[src/rtl/pipe5_core_param.sv]
// Parametrised 5-stage IF/ID/EX/MEM/WB integer core with EX forwarding, load-use
// interlock, EX-resolved branches with 2-cycle flush, precise HALT and retire counter.

module pipe5_fwd #(
  parameter int XLEN = 32
) (
  input  logic [4:0]      src,
  input  logic [XLEN-1:0] id_val,
  input  logic            em_vld,
  input  logic [4:0]      em_dst,
  input  logic [XLEN-1:0] em_val,
  input  logic            wb_vld,
  input  logic [4:0]      wb_dst,
  input  logic [XLEN-1:0] wb_val,
  output logic [XLEN-1:0] opnd
);
  // Youngest producer wins; producers never carry an R0 destination.
  always_comb begin
    opnd = id_val;
    if (em_vld && em_dst == src)      opnd = em_val;
    else if (wb_vld && wb_dst == src) opnd = wb_val;
  end
endmodule

module pipe5_core_param #(
  parameter int XLEN    = 32,
  parameter int IMEM_AW = 10,
  parameter int DMEM_AW = 10,
  parameter int CNT_W   = 32
) (
  input  logic               clk,
  input  logic               rst_n,
  output logic [IMEM_AW-1:0] imem_addr,
  input  logic [31:0]        imem_rdata,
  output logic [DMEM_AW-1:0] dmem_addr,
  output logic [XLEN-1:0]    dmem_wdata,
  output logic               dmem_we,
  input  logic [XLEN-1:0]    dmem_rdata,
  output logic               halted,
  output logic               retire_valid,
  output logic [CNT_W-1:0]   retire_count,
  input  logic [4:0]         dbg_raddr,
  output logic [XLEN-1:0]    dbg_rdata
);
  localparam int STAGES = 4;
  localparam logic [5:0] OP_ADD   = 6'b000000, OP_SUB  = 6'b000001, OP_AND  = 6'b000010,
                         OP_OR    = 6'b000011, OP_SLT  = 6'b000100, OP_MUL  = 6'b000101,
                         OP_LW    = 6'b001000, OP_SW   = 6'b001001, OP_ADDI = 6'b001010,
                         OP_SUBI  = 6'b001011, OP_SLTI = 6'b001100, OP_BNEQZ = 6'b001101,
                         OP_BEQZ  = 6'b001110, OP_HALT = 6'b111111;

  typedef struct packed {
    logic [5:0]         op;
    logic               rr, ld, st, br, halt, wr;
    logic [4:0]         rs, rt, dst;
    logic [XLEN-1:0]    a, b, imm;
    logic [IMEM_AW-1:0] pc;
  } idex_t;

  typedef struct packed {
    logic            ld, st, halt, wr;
    logic [4:0]      dst;
    logic [XLEN-1:0] alu, sd;
  } exmem_t;

  typedef struct packed {
    logic            halt, wr;
    logic [4:0]      dst;
    logic [XLEN-1:0] val;
  } memwb_t;

  logic [IMEM_AW-1:0] pc, ifid_pc, br_target;
  logic [31:0]        ifid_ir;
  logic [STAGES:1]    vld_pipe;
  logic               fetch_stop;
  idex_t              idex, id_dec;
  exmem_t             exmem, ex_res;
  memwb_t             memwb, mem_res;
  logic [XLEN-1:0]    regs [32];

  // ---------------- ID ----------------
  logic [5:0] id_op;
  logic [4:0] id_rs, id_rt, id_rd;
  logic       id_rr, id_imm_op, id_uses_rs, id_uses_rt, wb_wr, load_use, br_taken, id_halt;

  assign id_op      = ifid_ir[31:26];
  assign id_rs      = ifid_ir[25:21];
  assign id_rt      = ifid_ir[20:16];
  assign id_rd      = ifid_ir[15:11];
  assign id_rr      = (id_op <= OP_MUL);
  assign id_imm_op  = (id_op == OP_ADDI) || (id_op == OP_SUBI) || (id_op == OP_SLTI);
  assign id_uses_rs = id_rr || id_imm_op || id_dec.ld || id_dec.st || id_dec.br;
  assign id_uses_rt = id_rr || id_dec.st;
  assign wb_wr      = vld_pipe[4] && memwb.wr;

  always_comb begin
    id_dec      = '0;
    id_dec.op   = id_op;
    id_dec.rr   = id_rr;
    id_dec.ld   = (id_op == OP_LW);
    id_dec.st   = (id_op == OP_SW);
    id_dec.br   = (id_op == OP_BNEQZ) || (id_op == OP_BEQZ);
    id_dec.halt = (id_op == OP_HALT);
    id_dec.rs   = id_rs;
    id_dec.rt   = id_rt;
    id_dec.dst  = id_rr ? id_rd : id_rt;
    id_dec.wr   = (id_rr || id_imm_op || id_dec.ld) && (id_dec.dst != 5'd0);
    id_dec.imm  = XLEN'(signed'(ifid_ir[15:0]));
    id_dec.pc   = ifid_pc;
    // Write-through: a WB write in this cycle is visible to the ID read.
    id_dec.a    = (wb_wr && memwb.dst == id_rs) ? memwb.val : regs[id_rs];
    id_dec.b    = (wb_wr && memwb.dst == id_rt) ? memwb.val : regs[id_rt];
  end

  assign load_use = vld_pipe[1] && vld_pipe[2] && idex.ld && idex.wr &&
                    ((id_uses_rs && id_rs == idex.dst) || (id_uses_rt && id_rt == idex.dst));
  assign id_halt  = vld_pipe[1] && id_dec.halt;

  // ---------------- EX ----------------
  logic [1:0][4:0]      ex_src;
  logic [1:0][XLEN-1:0] ex_idv, ex_opnd;
  logic [XLEN-1:0]      ex_b, ex_alu;

  assign ex_src[0] = idex.rs;
  assign ex_src[1] = idex.rt;
  assign ex_idv[0] = idex.a;
  assign ex_idv[1] = idex.b;

  for (genvar g = 0; g < 2; g++) begin : g_fwd
    pipe5_fwd #(.XLEN(XLEN)) u_fwd (
      .src    (ex_src[g]),
      .id_val (ex_idv[g]),
      .em_vld (vld_pipe[3] && exmem.wr && !exmem.ld),
      .em_dst (exmem.dst),
      .em_val (exmem.alu),
      .wb_vld (wb_wr),
      .wb_dst (memwb.dst),
      .wb_val (memwb.val),
      .opnd   (ex_opnd[g])
    );
  end

  assign ex_b = idex.rr ? ex_opnd[1] : idex.imm;

  always_comb begin
    case (idex.op)
      OP_ADD, OP_ADDI, OP_LW, OP_SW: ex_alu = ex_opnd[0] + ex_b;
      OP_SUB, OP_SUBI:               ex_alu = ex_opnd[0] - ex_b;
      OP_AND:                        ex_alu = ex_opnd[0] & ex_b;
      OP_OR:                         ex_alu = ex_opnd[0] | ex_b;
      OP_SLT, OP_SLTI:               ex_alu = XLEN'($signed(ex_opnd[0]) < $signed(ex_b));
      OP_MUL:                        ex_alu = ex_opnd[0] * ex_b;
      default:                       ex_alu = '0;
    endcase
  end

  assign br_taken  = vld_pipe[2] && idex.br && ((idex.op == OP_BEQZ) == (ex_opnd[0] == '0));
  assign br_target = idex.pc + 1'b1 + idex.imm[IMEM_AW-1:0];

  always_comb begin
    ex_res      = '0;
    ex_res.ld   = idex.ld;
    ex_res.st   = idex.st;
    ex_res.halt = idex.halt;
    ex_res.wr   = idex.wr;
    ex_res.dst  = idex.dst;
    ex_res.alu  = ex_alu;
    ex_res.sd   = ex_opnd[1];
  end

  // ---------------- MEM / WB ----------------
  assign dmem_addr  = exmem.alu[DMEM_AW-1:0];
  assign dmem_wdata = exmem.sd;
  assign dmem_we    = vld_pipe[3] && exmem.st && !halted;

  always_comb begin
    mem_res      = '0;
    mem_res.halt = exmem.halt;
    mem_res.wr   = exmem.wr;
    mem_res.dst  = exmem.dst;
    mem_res.val  = exmem.ld ? dmem_rdata : exmem.alu;
  end

  assign imem_addr    = pc;
  assign retire_valid = vld_pipe[4] && !halted;
  assign dbg_rdata    = (dbg_raddr == 5'd0) ? '0 : regs[dbg_raddr];

  always_ff @(posedge clk or negedge rst_n) begin
    if (!rst_n) begin
      pc           <= '0;
      ifid_pc      <= '0;
      ifid_ir      <= '0;
      vld_pipe     <= '0;
      fetch_stop   <= 1'b0;
      idex         <= '0;
      exmem        <= '0;
      memwb        <= '0;
      halted       <= 1'b0;
      retire_count <= '0;
      for (int i = 0; i < 32; i++) regs[i] <= '0;
    end else if (!halted) begin
      if (br_taken) begin
        pc          <= br_target;
        vld_pipe[1] <= 1'b0;
        vld_pipe[2] <= 1'b0;
      end else if (load_use) begin
        vld_pipe[2] <= 1'b0;
      end else begin
        idex        <= id_dec;
        vld_pipe[2] <= vld_pipe[1];
        // A decoded HALT stops fetch for good; only reset restarts it.
        if (id_halt || fetch_stop) begin
          fetch_stop  <= 1'b1;
          vld_pipe[1] <= 1'b0;
        end else begin
          pc          <= pc + 1'b1;
          ifid_pc     <= pc;
          ifid_ir     <= imem_rdata;
          vld_pipe[1] <= 1'b1;
        end
      end
      exmem       <= ex_res;
      vld_pipe[3] <= vld_pipe[2];
      memwb       <= mem_res;
      vld_pipe[4] <= vld_pipe[3];
      if (wb_wr) regs[memwb.dst] <= memwb.val;
      if (vld_pipe[4]) retire_count <= retire_count + 1'b1;
      if (vld_pipe[4] && memwb.halt) halted <= 1'b1;
    end
  end
endmodule

[config.mk]
export PLATFORM = sky130hd
export DESIGN_NAME = pipe5_core_param
export DESIGN_NICKNAME = d
export VERILOG_FILES = /design/src/rtl/pipe5_core_param.sv
export SDC_FILE = /design/constraint.sdc
export NUM_CORES = 2
export LEC_CHECK = 0
export CELL_PAD_IN_SITES_DETAIL_PLACEMENT = 1
export CELL_PAD_IN_SITES_GLOBAL_PLACEMENT = 2
export CORE_MARGIN = 2
export CORE_UTILIZATION = 40
export CTS_BUF_LIST = sky130_fd_sc_hd__clkbuf_8
export DETAILED_ROUTE_END_ITERATION = 10
export GPL_TIMING_DRIVEN = 0
export PLACE_DENSITY = 0.73
export SYNTH_ARGS = -nofsm -noshare
export SYNTH_HDL_FRONTEND = slang
export SYNTH_SLANG_ARGS = --single-unit
[constraint.sdc]
create_clock -name clk -period 9.39 [get_ports clk]
set_input_delay 1.878 -clock clk [delete_from_list [all_inputs] [get_ports clk]]
set_output_delay 1.878 -clock clk [all_outputs]
set_load 0.02 [all_outputs]
Word-level counts from Yosys, hierarchy flattened
Cells that the tools add are included.
{"block": "totals", "mem_bits_ro": 0, "latch_bits": 0, "out_inout_bits": 119, "register_bits": 1343, "mem_count": 0, "ram_bits": 0}
{"block": "classes", "n_mul": 1, "n_bitwise": 10, "eq_ne": 30, "n_shift": 0, "div_mod_pow": 0, "magnitude_cmp": 7, "reduce_logical": 50, "add_sub_neg": 6, "mux": 32}
{"cell": "$bwmux 1024", "n": 1}
{"cell": "$mux 32", "n": 16}
{"cell": "$bmux 32 s5", "n": 3}
{"cell": "$pmux 32 s6", "n": 1}
{"cell": "$demux 32 s5", "n": 1}
{"cell": "$eq 6x4->1 const B", "n": 13}
{"cell": "$eq 5x5->1", "n": 8}
{"cell": "$add 32x1->32 const B", "n": 1}
{"cell": "$add 32x32->32", "n": 1}
{"cell": "$and 32x32->32", "n": 1}
{"cell": "$logic_not 32->1", "n": 1}
{"cell": "$lt 32x32->1", "n": 1}
{"cell": "$mul 32x32->32", "n": 1}
{"cell": "$or 32x32->32", "n": 1}
{"cell": "$sub 32x32->32", "n": 1}
{"cell": "$mux 10", "n": 3}
{"cell": "$ge 6x6->1 const B", "n": 4}
{"cell": "$logic_and 1x1->1", "n": 24}
{"cell": "$not 5->6", "n": 4}
{"cell": "$add 10x1->10 const B", "n": 2}
{"cell": "$eq 6x2->1 const B", "n": 2}
{"cell": "$eq 6x3->1 const B", "n": 2}
{"cell": "$add 10x10->10", "n": 1}
{"cell": "$logic_or 1x1->1", "n": 10}
{"cell": "other kinds (20)", "n": 33}

Depth between registers and ports, before layout
{"block": "depth", "ltp_word": 12, "depth_mapped": 42, "depth_no_buf": 37}

Cells and area by module
Synthesis repeated with hierarchy kept, for this count alone.
{"block": "unflattened", "hier_cells": 7781, "hier_area_um2": 97895.1}
{"mod": "pipe5_core_param", "n_inst": 1, "cells_each": 7439, "area_each_um2": 95888.2}
{"mod": "pipe5_fwd", "n_inst": 2, "cells_each": 171, "area_each_um2": 1003.5}

Worst setup path after synthesis
OpenSTA, ideal clock, no wires.
{"block": "synth_path", "path_type": "register to register", "startpoint": "reg exmem[72] (netlist bit)", "endpoint": "reg exmem[62] (netlist bit)", "required_time_ns": 9.304, "stages_incl_launch_ff": 40, "path_buffers": 5, "arrival_time_ns": 8.913, "slack_ns": 0.391, "cell_sequence": "dfrtp_1 -> buf_2 -> and3b_1 -> nand4_1 -> or2_1 -> buf_2 -> buf_2 -> buf_2 -> nor2_1 -> a31oi_1 -> mux2_2 -> inv_1 -> buf_1 -> nor2_1 -> fa_1 -> inv_1 -> fa_1 -> fa_1 -> [4 not listed] -> fa_1 -> inv_1 -> fa_1 -> fa_1 -> ha_1 -> a21o_1 -> a21o_1 -> a21oi_1 -> o21ai_0 -> a21oi_1 -> nor2b_1 -> a311oi_1 -> nor2b_1 -> o21a_1 -> o21ai_0 -> mux2i_1 -> o21ai_0 -> a32oi_1"}
{"block": "synth_via", "elab_chain_cells": 7, "elab_cells_between_ends": 13, "cone_classes": "add/sub (2); mul (1); mux (4); bitwise (2); reduce/logical (4)"}
{"item": "from (decl)", "line_no": "77", "rtl": "exmem_t exmem, ex_res;"}
{"item": "from (signal assigned)", "line_no": "222", "rtl": "exmem <= ex_res;"}
{"item": "$logic_not 1->1 (*)", "line_no": "133", "rtl": ".em_vld (vld_pipe[3] && exmem.wr && !exmem.ld),"}
{"item": "$logic_and 1x1->1 (*)", "line_no": "133"}
{"item": "$logic_and 1x1->1", "line_no": "20", "rtl": "if (em_vld && em_dst == src) opnd = em_val;"}
{"item": "$mux 32", "line_no": "20"}
{"item": "$mux 32", "line_no": "143", "rtl": "assign ex_b = idex.rr ? ex_opnd[1] : idex.imm;"}
{"item": "$mul 32x32->32 (tied with other cells)", "line_no": "152", "rtl": "OP_MUL: ex_alu = ex_opnd[0] * ex_b;"}
{"item": "$pmux 32 s6 (*)", "line_no": "146", "rtl": "case (idex.op)"}
Mark *: on every way between the ends. The rest lies on a longest branch, timed or not.
A chain may end at the register's enable or synchronous reset.

Worst setup path in the final report
{"block": "layout_path", "startpoint": "reg memwb[33] (netlist bit)", "endpoint": "reg exmem[62] (netlist bit)"}
{"block": "layout_via", "elab_chain_cells": 7, "elab_cells_between_ends": 15, "cone_classes": "add/sub (2); mul (1); eq/ne (2); mux (6); bitwise (2); reduce/logical (2)"}
{"item": "from (decl)", "line_no": "78", "rtl": "memwb_t memwb, mem_res;"}
{"item": "from (signal assigned)", "line_no": "224", "rtl": "memwb <= mem_res;"}
{"item": "$eq 5x5->1", "line_no": "21", "rtl": "else if (wb_vld && wb_dst == src) opnd = wb_val;"}
{"item": "$logic_and 1x1->1", "line_no": "21"}
{"item": "$mux 32", "line_no": "21"}
{"item": "$mux 32", "line_no": "20"}
{"item": "$mux 32", "line_no": "143"}
{"item": "$mul 32x32->32 (tied with other cells)", "line_no": "152"}
{"item": "$pmux 32 s6 (*)", "line_no": "146"}
Marks and branches as above.

==> impl_metrics.tcl <==
set metrics [dict create \
    top_layer "met5" \
    cts_tree "yes" \
    final_area_um2 113000 \
    dp_hpwl_um 341000 \
    grt_pass1_wl_um 631000 \
    routabilityCongestion 1.01 \
    rows 181 \
    place_area_um2 104000 \
    grt_max_degree 173 \
    worst-slew-pin-transition_ns 1.56 \
    cpPeakStageDelay_ns 0.61 \
    worstPathRequired_ns 10.35 \
    start_kind "register" \
    maxCapViolCount 7 \
    viasPerCell 6.41 \
    vias 75200 \
    min_period_ns 9.60 \
    power_density_nw_per_um2 348 \
    yosysSeqAreaShare_pct 34.5 \
    synth_cell_types 88 \
    route.detailed.drc 3 \
    irDropWorstVdd_v 0.000444 \
    io_buffers 186 \
    worstPathArrival_ns 10.55 \
    drt-initial-drc-count 8158 \
    skew_ns 0.0975 \
    worst_slack_ns -0.205 \
    end_kind "register" \
    outcome "complete, but fails checks" \
    cp_top_family "adder cells" \
    dr_wl_met2_um 213000 \
    start_util_pct 40.1 \
    final_max_slew_viol_count 75 \
    track_usage_pct 36.4 \
    rsz0062_at_grt "true" \
    crit_slowest_cell "fa_1" \
    yosysWarnings 0 \
    syn_area_um2 97400 \
    drt-met1-wl_um 166000 \
    relSlewSlack_pct -4.17 \
    setup_viol 4 \
    cts_buffer_depth 3 \
    die_area_um2 247000 \
    cts_max_level 4 \
    die_y_um 497 \
    grt_overflow_total 0 \
    synth-seq-cells 1343 \
    clockRootBuffer "clkbuf_8" \
    antenna_found_initial 22 \
    path_max_fanout 5 \
    cts-buffers-inserted 241 \
    worstHoldPathType "reg2reg" \
    critPathBufInv 12 \
    drtAntennaViolNets 0 \
    p_leak_uw 0.0507 \
    routedWlPerCell_um 38.7 \
    syn_avg_cell_area_um2 12.7 \
    fin_worst_hold_slack_ns 0.472 \
    worstSkewPairLatency_ns 1.07 \
    area_growth_pct 16.5 \
    pin_count 190 \
    clock_sinks 1343 \
    synth-edff-count 0 \
    ys.flop_type "dfrtp_1" \
    max_freq_mhz 104 \
    synth_top_cell_area_share_pct 34.5 \
    fin_nets 9028 \
    path_clk_slew_ns 0.06 \
    core-area_um2 243000 \
    drt_pass1_iterations 9 \
    die_x_um 497 \
    violations "design-rule violations, max-capacitance violations, max-slew violations, negative setup slack" \
    ys_async_sr_fraction_pct 100 \
    grt_pass1_vias 80200 \
    wl_met3_um 39400 \
    crit_path_frequent_cell "fa_1" \
    hold_viol_final 0 \
    criticalPathCategory "reg2reg" \
    drive_gt1_share_pct 38.2 \
    syn-num-nets 8371 \
    drt_wl_total_um 454000 \
    fillCellCount 24800 \
    ys_top_cells_by_area "dfrtp_1 (35%), mux4_2 (22%), mux2_2 (13%), fa_1 (8.5%), ha_1 (3.0%)" \
    final_util_pct 46.8 \
    synth_cells 7659 \
    period_share_pct 102 \
    synth_top_area_cell "dfrtp_1" \
]
[worst paths after layout]
check / start / end / slack [ns] / cells after the start
max: memwb[33] / exmem[62] / -0.21 / 39
min: fetch_stop / fetch_stop / 0.47 / 1
max reg2reg: memwb[33] / exmem[62] / -0.21 / 39
min reg2reg: fetch_stop / fetch_stop / 0.47 / 1
max in group asynchronous: rst_n / regs[486] / 6.07 / 4
min in group asynchronous: rst_n / regs[600] / 0.67 / 1
[timing repair]
action                     4_1_cts  5_1_grt
setup buffers                  138       73
gates cloned                     3        0
resized for setup              482      176
pin swaps                      141       99
hold endpoints to repair         0        0
setup endpoints to repair       23       15
hold buffers                     0        0
[logic make-up after synthesis]
group | synth area share, %
and+or+nand+nor | 5.58
adders and majority gates | 11.4
xor gates and xnor gates | 1.56
DFF | 34.5
muxes | 37.4
buffers and inverters | 4.94
AOI/OAI and AO/OA | 4.62
[flip-flops by register name, indices dropped and copies added, names as in the netlist]
signal,cells
imem_addr,10
ex_idv,64
retire_count,32
vld_pipe,4
ifid_ir,32
dmem_wdata,32
idex,34
ex_src,10
ex_res,9
regs,1024
dmem_addr,10
halted,1
fetch_stop,1
ifid_pc,10
memwb,39
exmem,31
[Yosys cell counts, types with 46 or more instances]
library cell     n
a21oi_1        151
clkbuf_1       446
o21ai_0        290
inv_1          465
ha_1           230
buf_4           46
mux4_2         960
fa_1           411
nor2_1         509
nand2_1        567
mux2i_1        177
buf_1          167
mux2_2        1152
dfrtp_1       1343
xnor2_1        120
[layer usage]
metal  track usage (%)  vias to the layer above
li1                  -                    29200
met1              43.6                    40400
met2              58.3                     4144
met3              9.07                     1371
met4              24.0                       12
met5             0.174                        -
[through the flow]
step	total power (µW)	worst slack (ns)	std cells	setup TNS [ns]
global route	40800	-0.418	11700	-2.24
floorplan	19900	0.391	7659	0
detailed placement	29700	-3.22	11100	-47.06
global placement	29400	-57.15	11000	-
CTS	37900	-0.117	11600	-0.374
finish	39400	-0.205	11700	-0.541
[cell usage in the layout, fill, tap and decap left out, types with 185 or more instances in the layout]
master	instances
mux4_2	960
dfrtp_1	1338
mux2_2	1150
clkdlybuf4s50_1	185
nand2_1	552
buf_4	224
fa_1	387
nor2_1	455
inv_1	512
ha_1	198
o21ai_0	277
clkbuf_1	378
clkbuf_8	311
[report_power, final]
| part | leakage (µW) | internal, µW | total (µW) | switching [µW] |
|---|---|---|---|---|
| Sequential | 0.0184 | 6890 | 8150 | 1260 |
| Combinational | 0.0294 | 9430 | 25400 | 15900 |
| Clock | 0.00291 | 3050 | 5870 | 2820 |
| Total | 0.0507 | 19400 | 39400 | 20000 |
[final cells by class]
type,instances,area [µm²],area share [%]
clock inverter,138,917,0.809
tap,3202,4010,3.53
sequential,1343,33600,29.6
multi-input combinational,5114,60700,53.6
buffer,702,3710,3.27
clock buffer,302,4160,3.67
antenna,13,32.5,0.0287
timing repair buffer,421,4260,3.75
inverter,493,1950,1.72
No activity file was read; power rests on OpenSTA's default activity.
